<file path="config.mk">
export PLATFORM = sky130hd
export DESIGN_NAME = id_ex_operand_stage
export DESIGN_NICKNAME = d
export VERILOG_FILES = /design/src/rtl/id_ex_operand_stage.sv
export SDC_FILE = /design/constraint.sdc
export NUM_CORES = 1
export LEC_CHECK = 0
export CAP_MARGIN = 20
export CORE_ASPECT_RATIO = 1.75
export CORE_MARGIN = 5
export CORE_UTILIZATION = 48
export DETAILED_ROUTE_END_ITERATION = 6
export MAX_ROUTING_LAYER = met4
export PLACE_DENSITY = 0.87
export SLEW_MARGIN = 20
export SYNTH_ARGS = -nofsm -noshare
export SYNTH_HDL_FRONTEND = slang
export SYNTH_SLANG_ARGS = --single-unit
export TNS_END_PERCENT = 30
</file>
<file path="constraint.sdc">
create_clock -name clk -period 6.7 [get_ports clk]
set_input_delay 0.67 -clock clk [delete_from_list [all_inputs] [get_ports clk]]
set_output_delay 0.67 -clock clk [all_outputs]
set_load 0.02 [all_outputs]
</file>
<file path="src/rtl/id_ex_operand_stage.sv">
// ID/EX pipeline register with operand forwarding, immediate select and valid/ready handshake.
// Optional stall counter output is enabled with `define ID_EX_STALL_CNT_EN.
module id_ex_operand_stage #(
    parameter int XLEN    = 32,
    parameter int RADDR_W = 5
) (
    input  logic               clk,
    input  logic               rst,
    input  logic               id_valid,
    output logic               id_ready,
    input  logic [RADDR_W-1:0] id_rs1_addr,
    input  logic [RADDR_W-1:0] id_rs2_addr,
    input  logic [XLEN-1:0]    id_rs1_data,
    input  logic [XLEN-1:0]    id_rs2_data,
    input  logic [XLEN-1:0]    id_imm,
    input  logic               id_use_imm,
    input  logic [3:0]         id_alu_ctrl,
    input  logic [3:0]         id_shamt,
    input  logic [RADDR_W-1:0] id_rd_addr,
    input  logic               id_reg_write,
    input  logic               flush,
    input  logic [RADDR_W-1:0] exm_rd_addr,
    input  logic               exm_reg_write,
    input  logic [XLEN-1:0]    exm_result,
    input  logic [RADDR_W-1:0] mwb_rd_addr,
    input  logic               mwb_reg_write,
    input  logic [XLEN-1:0]    mwb_result,
    input  logic               ex_ready,
    output logic               ex_valid,
    output logic [XLEN-1:0]    alu_op1,
    output logic [XLEN-1:0]    alu_op2,
    output logic [3:0]         alu_ctrl,
    output logic [3:0]         alu_n,
    output logic [RADDR_W-1:0] ex_rd_addr,
    output logic               ex_reg_write,
    output logic               ex_div_zero
`ifdef ID_EX_STALL_CNT_EN
    ,
    output logic [15:0]        stall_cnt
`endif
);

    logic               valid_q, valid_d;
    logic [RADDR_W-1:0] rs1_addr_q, rs1_addr_d;
    logic [RADDR_W-1:0] rs2_addr_q, rs2_addr_d;
    logic [XLEN-1:0]    rs1_data_q, rs1_data_d;
    logic [XLEN-1:0]    rs2_data_q, rs2_data_d;
    logic [XLEN-1:0]    imm_q, imm_d;
    logic               use_imm_q, use_imm_d;
    logic [3:0]         ctrl_q, ctrl_d;
    logic [3:0]         shamt_q, shamt_d;
    logic [RADDR_W-1:0] rd_q, rd_d;
    logic               reg_write_q, reg_write_d;

    logic [XLEN-1:0]    fwd1, fwd2;
    logic               take_in, take_out, hold;

    // Handshake contract: a beat moves whenever valid and ready are both high
    // on a rising edge; ready never depends on valid from the same side.
    assign id_ready = !valid_q || ex_ready;
    assign take_in  = id_valid && id_ready;
    assign take_out = valid_q && ex_ready;
    assign hold     = valid_q && !ex_ready;

    // EX/MEM wins over MEM/WB; x0 is hardwired and never forwarded.
    always_comb begin
        fwd1 = rs1_data_q;
        if (rs1_addr_q != '0 && exm_reg_write && exm_rd_addr == rs1_addr_q)
            fwd1 = exm_result;
        else if (rs1_addr_q != '0 && mwb_reg_write && mwb_rd_addr == rs1_addr_q)
            fwd1 = mwb_result;
    end

    always_comb begin
        fwd2 = rs2_data_q;
        if (rs2_addr_q != '0 && exm_reg_write && exm_rd_addr == rs2_addr_q)
            fwd2 = exm_result;
        else if (rs2_addr_q != '0 && mwb_reg_write && mwb_rd_addr == rs2_addr_q)
            fwd2 = mwb_result;
    end

    always_comb begin
        valid_d     = valid_q;
        rs1_addr_d  = rs1_addr_q;
        rs2_addr_d  = rs2_addr_q;
        rs1_data_d  = rs1_data_q;
        rs2_data_d  = rs2_data_q;
        imm_d       = imm_q;
        use_imm_d   = use_imm_q;
        ctrl_d      = ctrl_q;
        shamt_d     = shamt_q;
        rd_d        = rd_q;
        reg_write_d = reg_write_q;
        if (flush) begin
            valid_d     = 1'b0;
            reg_write_d = 1'b0;
        end else if (take_in) begin
            valid_d     = 1'b1;
            rs1_addr_d  = id_rs1_addr;
            rs2_addr_d  = id_rs2_addr;
            rs1_data_d  = id_rs1_data;
            rs2_data_d  = id_rs2_data;
            imm_d       = id_imm;
            use_imm_d   = id_use_imm;
            ctrl_d      = id_alu_ctrl;
            shamt_d     = id_shamt;
            rd_d        = id_rd_addr;
            reg_write_d = id_reg_write;
        end else begin
            if (take_out)
                valid_d = 1'b0;
            // Capture forwarded values while stalled so a retiring producer is not lost.
            if (hold) begin
                rs1_data_d = fwd1;
                rs2_data_d = fwd2;
            end
        end
    end

    always_ff @(posedge clk or posedge rst) begin
        if (rst) begin
            valid_q     <= 1'b0;
            rs1_addr_q  <= '0;
            rs2_addr_q  <= '0;
            rs1_data_q  <= '0;
            rs2_data_q  <= '0;
            imm_q       <= '0;
            use_imm_q   <= 1'b0;
            ctrl_q      <= 4'd0;
            shamt_q     <= 4'd0;
            rd_q        <= '0;
            reg_write_q <= 1'b0;
        end else begin
            valid_q     <= valid_d;
            rs1_addr_q  <= rs1_addr_d;
            rs2_addr_q  <= rs2_addr_d;
            rs1_data_q  <= rs1_data_d;
            rs2_data_q  <= rs2_data_d;
            imm_q       <= imm_d;
            use_imm_q   <= use_imm_d;
            ctrl_q      <= ctrl_d;
            shamt_q     <= shamt_d;
            rd_q        <= rd_d;
            reg_write_q <= reg_write_d;
        end
    end

    assign ex_valid     = valid_q;
    assign alu_op1      = fwd1;
    assign alu_op2      = use_imm_q ? imm_q : fwd2;
    assign alu_ctrl     = ctrl_q;
    assign alu_n        = shamt_q;
    assign ex_rd_addr   = rd_q;
    assign ex_reg_write = reg_write_q && valid_q;
    // 0011 and 1111 are the divide/modulo encodings.
    assign ex_div_zero  = valid_q && (ctrl_q == 4'b0011 || ctrl_q == 4'b1111) && (alu_op2 == '0);

`ifdef ID_EX_STALL_CNT_EN
    logic [15:0] stall_cnt_q, stall_cnt_d;

    always_comb begin
        stall_cnt_d = stall_cnt_q;
        if (hold && stall_cnt_q != 16'hFFFF)
            stall_cnt_d = stall_cnt_q + 16'd1;
    end

    always_ff @(posedge clk or posedge rst) begin
        if (rst)
            stall_cnt_q <= 16'd0;
        else
            stall_cnt_q <= stall_cnt_d;
    end

    assign stall_cnt = stall_cnt_q;
`endif

endmodule

</file>
# Yosys cells after proc, flatten, opt, wreduce, memory -nomap -nowiden

Cells that the tools add are included.

Register bits: 122
Bits of input ports: 202
Output and inout port bits: 81
Word-level logic and storage cells: 58

Equal/unequal tests: 6
Mux-type cells: 14
Bitwise operators: 1
Reductions and logical operators: 26

Operators with widths:

| operator                                             | number |
|---|---|
| 2-to-1 mux 32 bit                                    | 9 |
| zero test 32 bit                                     | 1 |
| equality test 5 bit                                  | 4 |
| logical AND 1 bit                                    | 14 |
| nonzero test 5 bit                                   | 2 |
| 2-to-1 mux 1 bit                                     | 5 |
| equality test 4 x 2 -> 1 bit (second input constant) | 1 |
| equality test 4 bit (second input constant)          | 1 |
| AND reduction 2 bit                                  | 2 |
| nonzero test 2 bit                                   | 2 |
| nonzero test 3 bit                                   | 1 |
| zero test 1 bit                                      | 2 |
| logical OR 1 bit                                     | 2 |
| inverter 1 bit                                       | 1 |

# Longest topological paths before layout

Depth after elaboration: 8
Gate-level depth with buffers: 11
Mapped depth without buffers: 8

# Worst setup path before layout

Ideal clock, no wire load.

Path type: input-to-output
From: input port mwb_rd_addr[1]
To: output port ex_div_zero
Arrival: 3,023 ps
Data required time: 6,030 ps
Path slack: 3,007 ps
Cell stages on the path: 9
Path buffers: 1
Cell sequence: xnor2_1 -> o211ai_1 -> or2_2 -> clkbuf_1 -> a221oi_1 -> o31a_1 -> or4b_1 -> nor4b_1 -> and4_1

Cells in the longest elaborated chain, start to end: 7

Ends and longest elaborated chain:

| element             | line | text |
|---|---|---|
| start, declared     | 25   | `input logic [RADDR_W-1:0] mwb_rd_addr,` |
| equality test 5 bit | 78   | `else if (rs2_addr_q != '0 && mwb_reg_write && mwb_rd_addr == rs2_addr_q)` |
| logical AND 1 bit   | 78   |  |
| 2-to-1 mux 32 bit   | 78   |  |
| 2-to-1 mux 32 bit   | 76   | `if (rs2_addr_q != '0 && exm_reg_write && exm_rd_addr == rs2_addr_q)` |
| 2-to-1 mux 32 bit   | 150  | `assign alu_op2 = use_imm_q ? imm_q : fwd2;` |
| zero test 32 bit    | 156  | `assign ex_div_zero = valid_q && (ctrl_q == 4'b0011 \|\| ctrl_q == 4'b1111) && (alu_op2 == '0);` |
| logical AND 1 bit   | 156  |  |
| end, declared       | 36   | `output logic ex_div_zero` |

Every way passes these cells.

# Worst setup path after layout

From: register rs2_addr_q[1]
To: output port ex_div_zero

Cells in the longest elaborated chain, start to end: 8
Elaborated cells between the ends (all ways): 12
Classes of those cells: eq/ne (2); mux (3); reduce/logical (7)

Ends and longest elaborated chain:

| element                         | line   | text |
|---|---|---|
| start, declared                 | 45     | `logic [RADDR_W-1:0] rs2_addr_q, rs2_addr_d;` |
| start signal, assigned          | 136    | `rs2_addr_q <= rs2_addr_d;` |
| nonzero test 5 bit              | 76, 78 |  |
| logical AND 1 bit (2 in series) | 78     |  |
| 2-to-1 mux 32 bit               | 78     |  |
| 2-to-1 mux 32 bit (*)           | 76     |  |
| 2-to-1 mux 32 bit (*)           | 150    |  |
| zero test 32 bit (*)            | 156    |  |
| logical AND 1 bit (*)           | 156    |  |

Every way passes the cells marked *; elsewhere a longest branch is shown, timed or not.

==> flow_summary_export.csv <==
group,metric,value,unit
outcome,status,"completed",
route,wl_per_cell,21.24,um
logic_synthesis,ys.flop_type,"dfrtp_1",
logic_synthesis,avgSynthCellArea,9.255,um^2
global_routing,grt_max_degree,130,
logic_synthesis,netlist_area,7340,um^2
critical_path,r2r_setup_slack,3.60,ns
floorplan,start_util,48.98,%
job,drv_cap,0,
sta,timing.fmax,179.7,MHz
critical_path,cpPeakStageDelay,0.66,ns
power_and_ir_drop,sequentialPowerShare,32.0,%
critical_path,cp_slowest_cell,"or2_2",
sta,hold_violations,0,
power_and_ir_drop,p_leak,4.496,nW
logic_synthesis,synth-edff-count,0,
floorplan,die_y,173.6,um
sta,tns,0,ns
floorplan,fp.dieW,103.5,um
sta,post-route-min-period,5.564,ns
finish,final_layout_size_suffix_gt1_share,12.55,%
clocking,ctsResizeCount,0,
clocking,cts.sinks,122,
logic_synthesis,ys_types,45,
clocking,clk_latency,0.41,ns
floorplan,die_area,17960,um^2
critical_path,endpoint_kind,"primary output",
critical_path,worst-path-max-fanout,38,
sta,slew_viol_final,0,
route,first_pass_iters,5,
critical_path,crit_cells,9,
critical_path,reg2reg_depth,7,
power_and_ir_drop,power_frac_comb,37.6,%
worst_hold_path,hp-class,"reg2reg",
route,drc,0,
placement,place_hpwl,19830,um
global_routing,grt_pass1_vias,7283,
sta,worst_pin_slew,0.9046,ns
finish,fin_area,10910,um^2
floorplan,num_rows,59,
global_routing,grt_pass1_wl,40190,um
finish,final_util,72.81,%
clocking,cts_hold_buf,0,
placement,portBuffers,282,
power_and_ir_drop,switching_power,1.041,mW
logic_synthesis,synthesis.nets,995,
clocking,cts_tree,"built",
sta,setup_violations,0,
placement,gp_congestion,0.9765,
critical_path,crit_chain,"or4_4, o211ai_4, or2_2, a31oi_1, mux2_2, or4b_1, nor4b_1, and4_1, clkdlybuf4s50_1",
worst_hold_path,hold_depth,2,
global_routing,antenna_found_initial,6,
finish,area_delta_synth_final,48.67,%
power_and_ir_drop,power_density,277.7,nW/um^2
critical_path,crit_family,"simple AND/OR/NAND/NOR gates",
critical_path,worst_setup_path_start_kind,"flop",
route,vias,7158,
clocking,clock_path_buffers,2,
route,drtIter0Drc,558,
clocking,clk_pin_slew,0.07,ns
power_and_ir_drop,clockPowerShare,30.4,%
logic_synthesis,synth-async-reset-ratio,100.0,%
global_routing,grt.overflow.total,0,
floorplan,ios,283,
placement,post-place-cells,1209,
sta,skew,0.01136,ns
clocking,root_buffer,"clkbuf_16",
sta,rsz0062_at_grt,"false",
clocking,numCtsBuffers,17,
logic_synthesis,synth-seq-cells,122,
clocking,post_cts_buffers,0,
critical_path,path_buf_inv,1,
power_and_ir_drop,vdd_drop_max,0.0001894,V
placement,dpl_cell_area,10260,um^2
logic_synthesis,postSynthCellCount,793,
clocking,htreeDepth,4,
critical_path,worstPathRequired,6.03,ns
sta,relSlewSlack,39.63,%
route,final_antenna_net_count,0,
critical_path,cp.arrival,4.89,ns
critical_path,timing_worst_setup_path_type,"reg2out",
finish,nets,1249,
route,drt-total-wl,26530,um
route,vias_per_cell,5.731,
logic_synthesis,ys_seq_area_share,41.60,%
sta,min_period_over_period,83.04,%
floorplan,coreArea,14990,um^2
global_routing,grt_use_total,29.91,%
logic_synthesis,yosys_warnings,0,
power_and_ir_drop,intPower,1.990,mW
finish,layout.cells.non_filler,1249,
power_and_ir_drop,netSwitchingFraction,34.35,%
==> tightest hold or removal path, stage by stage, from the launching register on <==
cell and delay [ns]:
dfrtp_1 0.34, nand2_1 0.04, o21ai_0 0.06
==> cell type report <==
cell class,instances,area (um^2)
Multi-Input combinational cell,587,3985
Clock inverter,15,160.2
Tap cell,183,229.0
Clock buffer,17,425.4
Sequential cell,122,3053
Inverter,25,98.84
Timing Repair Buffer,294,2945
Antenna cell,6,15.01
Fill cell,1065,4074
==> cells by family (layout without fill, tap and decap cells) <==
logic type             count (synthesis)  count (layout)  share of synthesized area, %
buffers and inverters                 84             351                         4.620
XOR/XNOR                              21              21                         2.506
other                                  0               6                             0
flip-flops                           122             122                         41.60
multiplexers                         158             158                         22.86
AO/OA/AOI/OAI                        186             186                         14.52
AND/OR/NAND/NOR                      222             222                         13.89
==> per-layer routing <==
metal  track usage (%)  vias up  wire length (um)
met5                 -        -                 0
met4             13.56        0              1143
met3             6.323       78              2167
met2             48.06      396             13400
met1             35.27     3365              9821
li1                  -     3319                 -
==> Yosys cell counts, drive strengths merged (9+ instances only) <==
master,instances,area share (%)
inv,25,1.3
xnor2,17,2.0
a21oi,15,1.0
clkbuf,46,2.4
mux2,74,11
and3,9,0.77
nand2,126,6.4
nor3,15,1.0
dfrtp,122,42
mux2i,84,11
a31oi,15,1.3
or3,15,1.3
nor2,26,1.3
buf,13,0.99
o21ai,124,8.5
==> flip-flops by register name, indices dropped and copies added (netlist names) <==
| name | cells |
|---|---|
| rs1_addr_q | 5 |
| reg_write_q | 1 |
| rs1_data_q | 32 |
| alu_n | 4 |
| ex_rd_addr | 5 |
| use_imm_q | 1 |
| rs2_addr_q | 5 |
| rs2_data_q | 32 |
| alu_ctrl | 4 |
| imm_q | 32 |
| ex_valid | 1 |
==> metrics by stage <==
| step | worst slack, ns | hold slack [ns] | total power [mW] |
|---|---|---|---|
| final | 1.136 | 0.4779 | 3.030 |
| after global routing | 0.8719 | 0.4927 | 3.170 |
| after CTS | 1.164 | 0.4787 | 3.028 |
| after detailed placement | 1.403 | 0.4648 | 2.097 |
| after global placement | 1.455 | 0.4549 | 2.069 |
| after floorplan | 2.787 | 0.4436 | 1.575 |
==> power by group through the flow <==
stage | Combinational, mW | Sequential, mW | Clock [mW]
after global routing | 1.22 | 0.986 | 0.966
final | 1.14 | 0.969 | 0.922
after CTS | 1.13 | 0.966 | 0.928
after detailed placement | 1.12 | 0.976 | 0
after global placement | 1.10 | 0.968 | 0
after floorplan | 0.609 | 0.966 | 0
==> path summary, 6_finish.rpt <==
kind                                startpoint        endpoint
worst max-delay path             rs2_addr_q[1]     ex_div_zero
min in group asynchronous                  rst   rs1_addr_q[2]
worst min-delay path            rs2_data_q[28]  rs2_data_q[28]
worst min register to register  rs2_data_q[28]  rs2_data_q[28]
max in group asynchronous                  rst  rs1_data_q[25]
worst max register to register   rs2_addr_q[1]  rs2_data_q[20]
==> placed cells by master, fill, tap and decap left out, types with 3 or more instances in the layout <==
cell / instances
inv_6: 9
a21o_1: 4
a21oi_1: 15
clkdlybuf4s50_1: 282
diode_2: 6
o31a_1: 5
clkinv_2: 3
mux2_2: 73
xnor2_1: 17
or2_2: 7
buf_4: 10
dfrtp_1: 122
o2bb2ai_1: 3
and3_1: 9
nand2_1: 125
nor2_1: 25
a31oi_1: 15
nor3_1: 15
a221oi_1: 6
mux2i_1: 84
o21ai_0: 124
or3_1: 15
a211oi_1: 5
clkbuf_16: 17
nor4b_1: 3
inv_1: 24
nand4_1: 5
xor2_1: 4
Note: power is estimated with default switching activity, not from simulation.
